### src/rtl/landrover_gear_fsm.sv
// Gear selector FSM: edge-triggered up/down requests, timed shift dwell, saturating shift counter.
// Optional reverse gear is enabled by defining LANDROVER_REVERSE_EN.
module landrover_gear_fsm #(
  parameter int NUM_GEARS    = 5,
  parameter int GEAR_W       = 3,
  parameter int DWELL_CYCLES = 4,
  parameter int CNT_W        = 8
) (
  input  logic              clk,
  input  logic              reset,
  input  logic              shift_up,
  input  logic              shift_down,
  input  logic              brake,
  output logic [2:0]        state,
  output logic [GEAR_W-1:0] gear,
  output logic              busy,
  output logic              conflict,
  output logic [CNT_W-1:0]  shift_count
);

  localparam int DWELL_W = (DWELL_CYCLES > 1) ? $clog2(DWELL_CYCLES) : 1;
  localparam logic [DWELL_W-1:0] DWELL_LOAD = DWELL_W'(DWELL_CYCLES - 1);
  localparam logic [GEAR_W-1:0]  TOP_GEAR   = GEAR_W'(NUM_GEARS);
  localparam logic [GEAR_W-1:0]  FIRST_GEAR = GEAR_W'(1);

  typedef enum logic [2:0] {
    NEUTRAL = 3'b000,
    DRIVE   = 3'b001,
    SHIFT   = 3'b010,
    REVERSE = 3'b011
  } state_t;

  state_t              state_reg, state_next;
  logic [GEAR_W-1:0]   gear_reg, gear_next;
  logic [GEAR_W-1:0]   target_reg, target_next;
  logic [DWELL_W-1:0]  dwell_reg, dwell_next;
  logic [CNT_W-1:0]    count_reg, count_next;
  logic                conflict_reg, conflict_next;
  logic                up_prev_reg, down_prev_reg;

  logic up_edge, down_edge, single_up, single_down;

  assign up_edge     = shift_up & ~up_prev_reg;
  assign down_edge   = shift_down & ~down_prev_reg;
  // Simultaneous edges cancel each other out
  assign single_up   = up_edge & ~down_edge;
  assign single_down = down_edge & ~up_edge;

  always_ff @(posedge clk or negedge reset) begin
    if (!reset) begin
      state_reg     <= NEUTRAL;
      gear_reg      <= '0;
      target_reg    <= '0;
      dwell_reg     <= '0;
      count_reg     <= '0;
      conflict_reg  <= 1'b0;
      up_prev_reg   <= 1'b0;
      down_prev_reg <= 1'b0;
    end else begin
      state_reg     <= state_next;
      gear_reg      <= gear_next;
      target_reg    <= target_next;
      dwell_reg     <= dwell_next;
      count_reg     <= count_next;
      conflict_reg  <= conflict_next;
      up_prev_reg   <= shift_up;
      down_prev_reg <= shift_down;
    end
  end

  always_comb begin
    state_next    = state_reg;
    gear_next     = gear_reg;
    target_next   = target_reg;
    dwell_next    = dwell_reg;
    count_next    = count_reg;
    conflict_next = up_edge & down_edge;

    case (state_reg)
      NEUTRAL: begin
        gear_next = '0;
        if (single_up && brake) begin
          state_next  = SHIFT;
          target_next = FIRST_GEAR;
          dwell_next  = DWELL_LOAD;
        end
`ifdef LANDROVER_REVERSE_EN
        else if (single_down && brake) begin
          state_next = REVERSE;
          gear_next  = '1;
        end
`endif
      end

      DRIVE: begin
        if (single_up) begin
          if (gear_reg < TOP_GEAR) begin
            state_next  = SHIFT;
            target_next = gear_reg + 1'b1;
            dwell_next  = DWELL_LOAD;
          end
        end else if (single_down) begin
          if (gear_reg > FIRST_GEAR) begin
            state_next  = SHIFT;
            target_next = gear_reg - 1'b1;
            dwell_next  = DWELL_LOAD;
          end else begin
            // Dropping out of first gear needs no dwell
            state_next = NEUTRAL;
            gear_next  = '0;
          end
        end
      end

      SHIFT: begin
        if (dwell_reg == '0) begin
          state_next = DRIVE;
          gear_next  = target_reg;
          if (count_reg != '1) begin
            count_next = count_reg + 1'b1;
          end
        end else begin
          dwell_next = dwell_reg - 1'b1;
        end
      end

      REVERSE: begin
`ifdef LANDROVER_REVERSE_EN
        if (single_up && brake) begin
          state_next = NEUTRAL;
          gear_next  = '0;
        end
`else
        state_next = NEUTRAL;
        gear_next  = '0;
`endif
      end

      default: begin
        state_next = NEUTRAL;
        gear_next  = '0;
        dwell_next = '0;
      end
    endcase
  end

  assign state       = state_reg;
  assign gear        = gear_reg;
  assign busy        = (state_reg == SHIFT);
  assign conflict    = conflict_reg;
  assign shift_count = count_reg;

endmodule

### config.mk
export PLATFORM = sky130hd
export DESIGN_NAME = landrover_gear_fsm
export DESIGN_NICKNAME = d
export VERILOG_FILES = /design/src/rtl/landrover_gear_fsm.sv
export SDC_FILE = /design/constraint.sdc
export NUM_CORES = 1
export LEC_CHECK = 0
export ABC_AREA = 1
export CORE_ASPECT_RATIO = 0.6
export CORE_UTILIZATION = 48
export DETAILED_ROUTE_END_ITERATION = 8
export PLACE_DENSITY = 0.82
export SYNTH_ARGS = -nofsm -noshare
export SYNTH_HDL_FRONTEND = slang
export SYNTH_SLANG_ARGS = --single-unit
### constraint.sdc
create_clock -name clk -period 1.4 [get_ports clk]
set_input_delay 0.35 -clock clk [delete_from_list [all_inputs] [get_ports clk]]
set_output_delay 0.35 -clock clk [all_outputs]
set_load 0.02 [all_outputs]
==> results.md <==
- Post-Syn Area: roughly 1400 um^2
- Root buffer cell: clkbuf_8
- RSZ-0062 raised after global routing: yes
- Seq cells post-synth: 21
- Worst min-delay path class: in2reg
- H-Tree Depth: 1
- Syn Nets: between 150 and 200
- HPWL Detailed: ~2300 um
- First-pass GRT wire length: 5580 um
- Post-place setup slack: -0.741 ns
- Maxcap violations: 0
- Final wirelength: 3490 um
- Worst-skew pair later-pin latency: 0.26 ns
- Final Max Tran Viols: 0
- Initial Util: 52.4%
- Crit path from: up_prev_reg
- Critical path data arrival time: ~1.7 ns
- Drt pass-1 iters: 6
- Max FFs per register: 8
- Largest net degree at the start of global routing: 22
- Critical Path RT: about 1.6 ns
- Pleak: ~1.1 nW
- Setup crit end: target_reg[0]
- Final ANT Viol Nets: 0
- Setup TNS: -0.483 ns
- CORE AREA: approximately 2600 um^2
- Crit start category: register
- R2R setup slack: -0.11 ns
- Port Buffers: 19
- Ant diodes: 0
- CTS tree: done
- Post-synthesis compound-gate area fraction: 5.06%
- Simple-Gate Fraction of Synth Area: between 30% and 40%
- Final Cell Area: 1910 um^2
- Mux cell area share after synthesis: 0%
- Post-DP Area: between 1500 and 2000 um^2
- Die height: roughly 43 um
- Utilization after layout: roughly 74%
- Worst-path clk slew: about 0.080 ns
- Layout Nets: 237
- Layout cells sized above 1: about 34%
- DRC Markers: 4
- Final Hold Vio Count: 0
- DRT iter0 DRCs: 128
- Reg2Reg Depth: 10
- Status: finished, violations left
- Minimum clock period: 1.51 ns
- Routability cong.: 0.935
- Initial antenna violation count: 0
- Setup slack after layout: -0.114 ns
- Synth-to-layout area growth: 40.2%
- Post-Synth Adder-Cell Area: 7.37%
- Setup Viol. Count Final: 6
- Max Freq: 660 MHz
- DR vias: 1307
- Critical R2R Launch: up_prev_reg
- Num rows: 14
- GRT overflow: 0
- Die Span X: between 70 and 80 um
- Most frequent cells in the layout: nand2_1 (50), buf_4 (21), inv_1 (20)
- Ports: 21
- Seq/Total Area, Yosys: 38.7%
- Synth Area in XOR/XNOR: between 3 and 4%
- CTS sink cnt: 21
- GRT Resource Usage Total: 24.0%
- Maximum fanout along the worst path: 3
- Power per standard cell area: 1620 nW/um^2
- YS warnings: 0
- Cts hold-fix bufs: 0
- CP Class: reg2reg
- Final Cycle Share: 108%
- Number of global-route vias before repair: 1241
- Mean Syn Cell Area: 7.63 um^2
- Clk buf depth: 2
- Distinct cells, synth: 24
- Wire per inst: 13.7 um
- Total Power: roughly 3.1 mW
- RR Endpoint: target_reg[0]
- Failing checks: DRC, setup timing
- Peak VDD IR: 0.000940 V
- Largest family of logic cells by synthesized area: simple AND/OR/NAND/NOR gates
- Commonest non-fill, non-tap cell in the layout: nand2_1
- Clock Skews: 0.00179 ns
- Die ar.: 3050 um^2
- Worst setup EP type: register
- Via density: 5.13
- Cts bufs inserted: 3
- Post-Syn Instances: between 150 and 200
-- power breakdown --
part | leakage, nW | internal [mW] | switching (mW)
Clock | 0.0255 | 0.199 | 0.205
Combinational | 0.755 | 0.722 | 1.04
Sequential | 0.271 | 0.778 | 0.150
Total | 1.05 | 1.70 | 1.39
-- worst min path at each step --
stage,depth (start not counted),from,to,slack (ns)
after floorplan,0,reset,conflict,0.05
after global placement,2,target_reg[2],target_reg[2],0.46
after detailed placement,2,target_reg[0],target_reg[0],0.46
after CTS,1,shift_up,up_prev_reg,0.32
after global routing,1,shift_up,up_prev_reg,0.33
final,1,shift_up,up_prev_reg,0.33
-- logic make-up (layout without fill, tap and decap cells) --
| kind of cell | count (synthesis) | after routing |
|---|---|---|
| DFF | 21 | 21 |
| AOI/OAI and AO/OA | 11 | 11 |
| buffers and inverters | 33 | 78 |
| xor gates and xnor gates | 5 | 5 |
| other | 1 | 1 |
| and+or+nand+nor | 99 | 99 |
| adders and majority gates | 8 | 8 |
-- through the flow --
step	hold slack (ns)	cells
after detailed placement	0.461	244
after global routing	0.330	255
after floorplan	0.0544	178
final	0.331	255
after CTS	0.323	252
after global placement	0.457	244
-- routing by layer --
metal | GRT usage, % | part of all wire, % | vias to the layer above
li1 | - | - | 641
met1 | 32.5 | 42 | 590
met2 | 40.2 | 46 | 66
met3 | 6.18 | 9.9 | 10
met4 | 3.20 | 2.1 | 0
met5 | 0 | 0 | -
-- area by class of cell --
class                           count  area, um^2
Clock buffer                        3        41.3
Clock inverter                      1        5.00
Fill cell                         180         687
Inverter                           32         123
Multi-Input combinational cell    124         818
Sequential cell                    21         528
Tap cell                           32        40.0
Timing Repair Buffer               42         350
-- critical path, stage by stage (launching register included) --
cell and delay, ns:
dfrtp_1 0.41, nor2_4 0.17, inv_2 0.06, ha_4 0.28, inv_4 0.04, nand2_4 0.06
nand2_1 0.06, nor2_1 0.13, nor2_2 0.06, nand4_1 0.10, nand2_1 0.05
-- Yosys cell counts (all sizes together) --
cell type   n  share of area (%)
o21ai       9                3.3
a21oi       1                1.2
nand3      12                5.5
ha          8                7.4
dfrtp      21                 39
inv        32                8.8
xnor2       3                1.9
o21a        1               0.55
nor3        3                1.9
conb        1               0.28
nand4       6                3.2
xor2        2                1.3
buf         1               0.55
nand2      60                 18
nor2       18                7.3
-- what timing repair did --
| action | in CTS | in global routing |
|---|---|---|
| buffers inserted | 4 | 3 |
| setup endpoints to repair | 30 | 22 |
| pin swaps | 12 | 12 |
| gates resized for setup | 32 | 27 |
No activity file was read; power rests on OpenSTA's default activity.
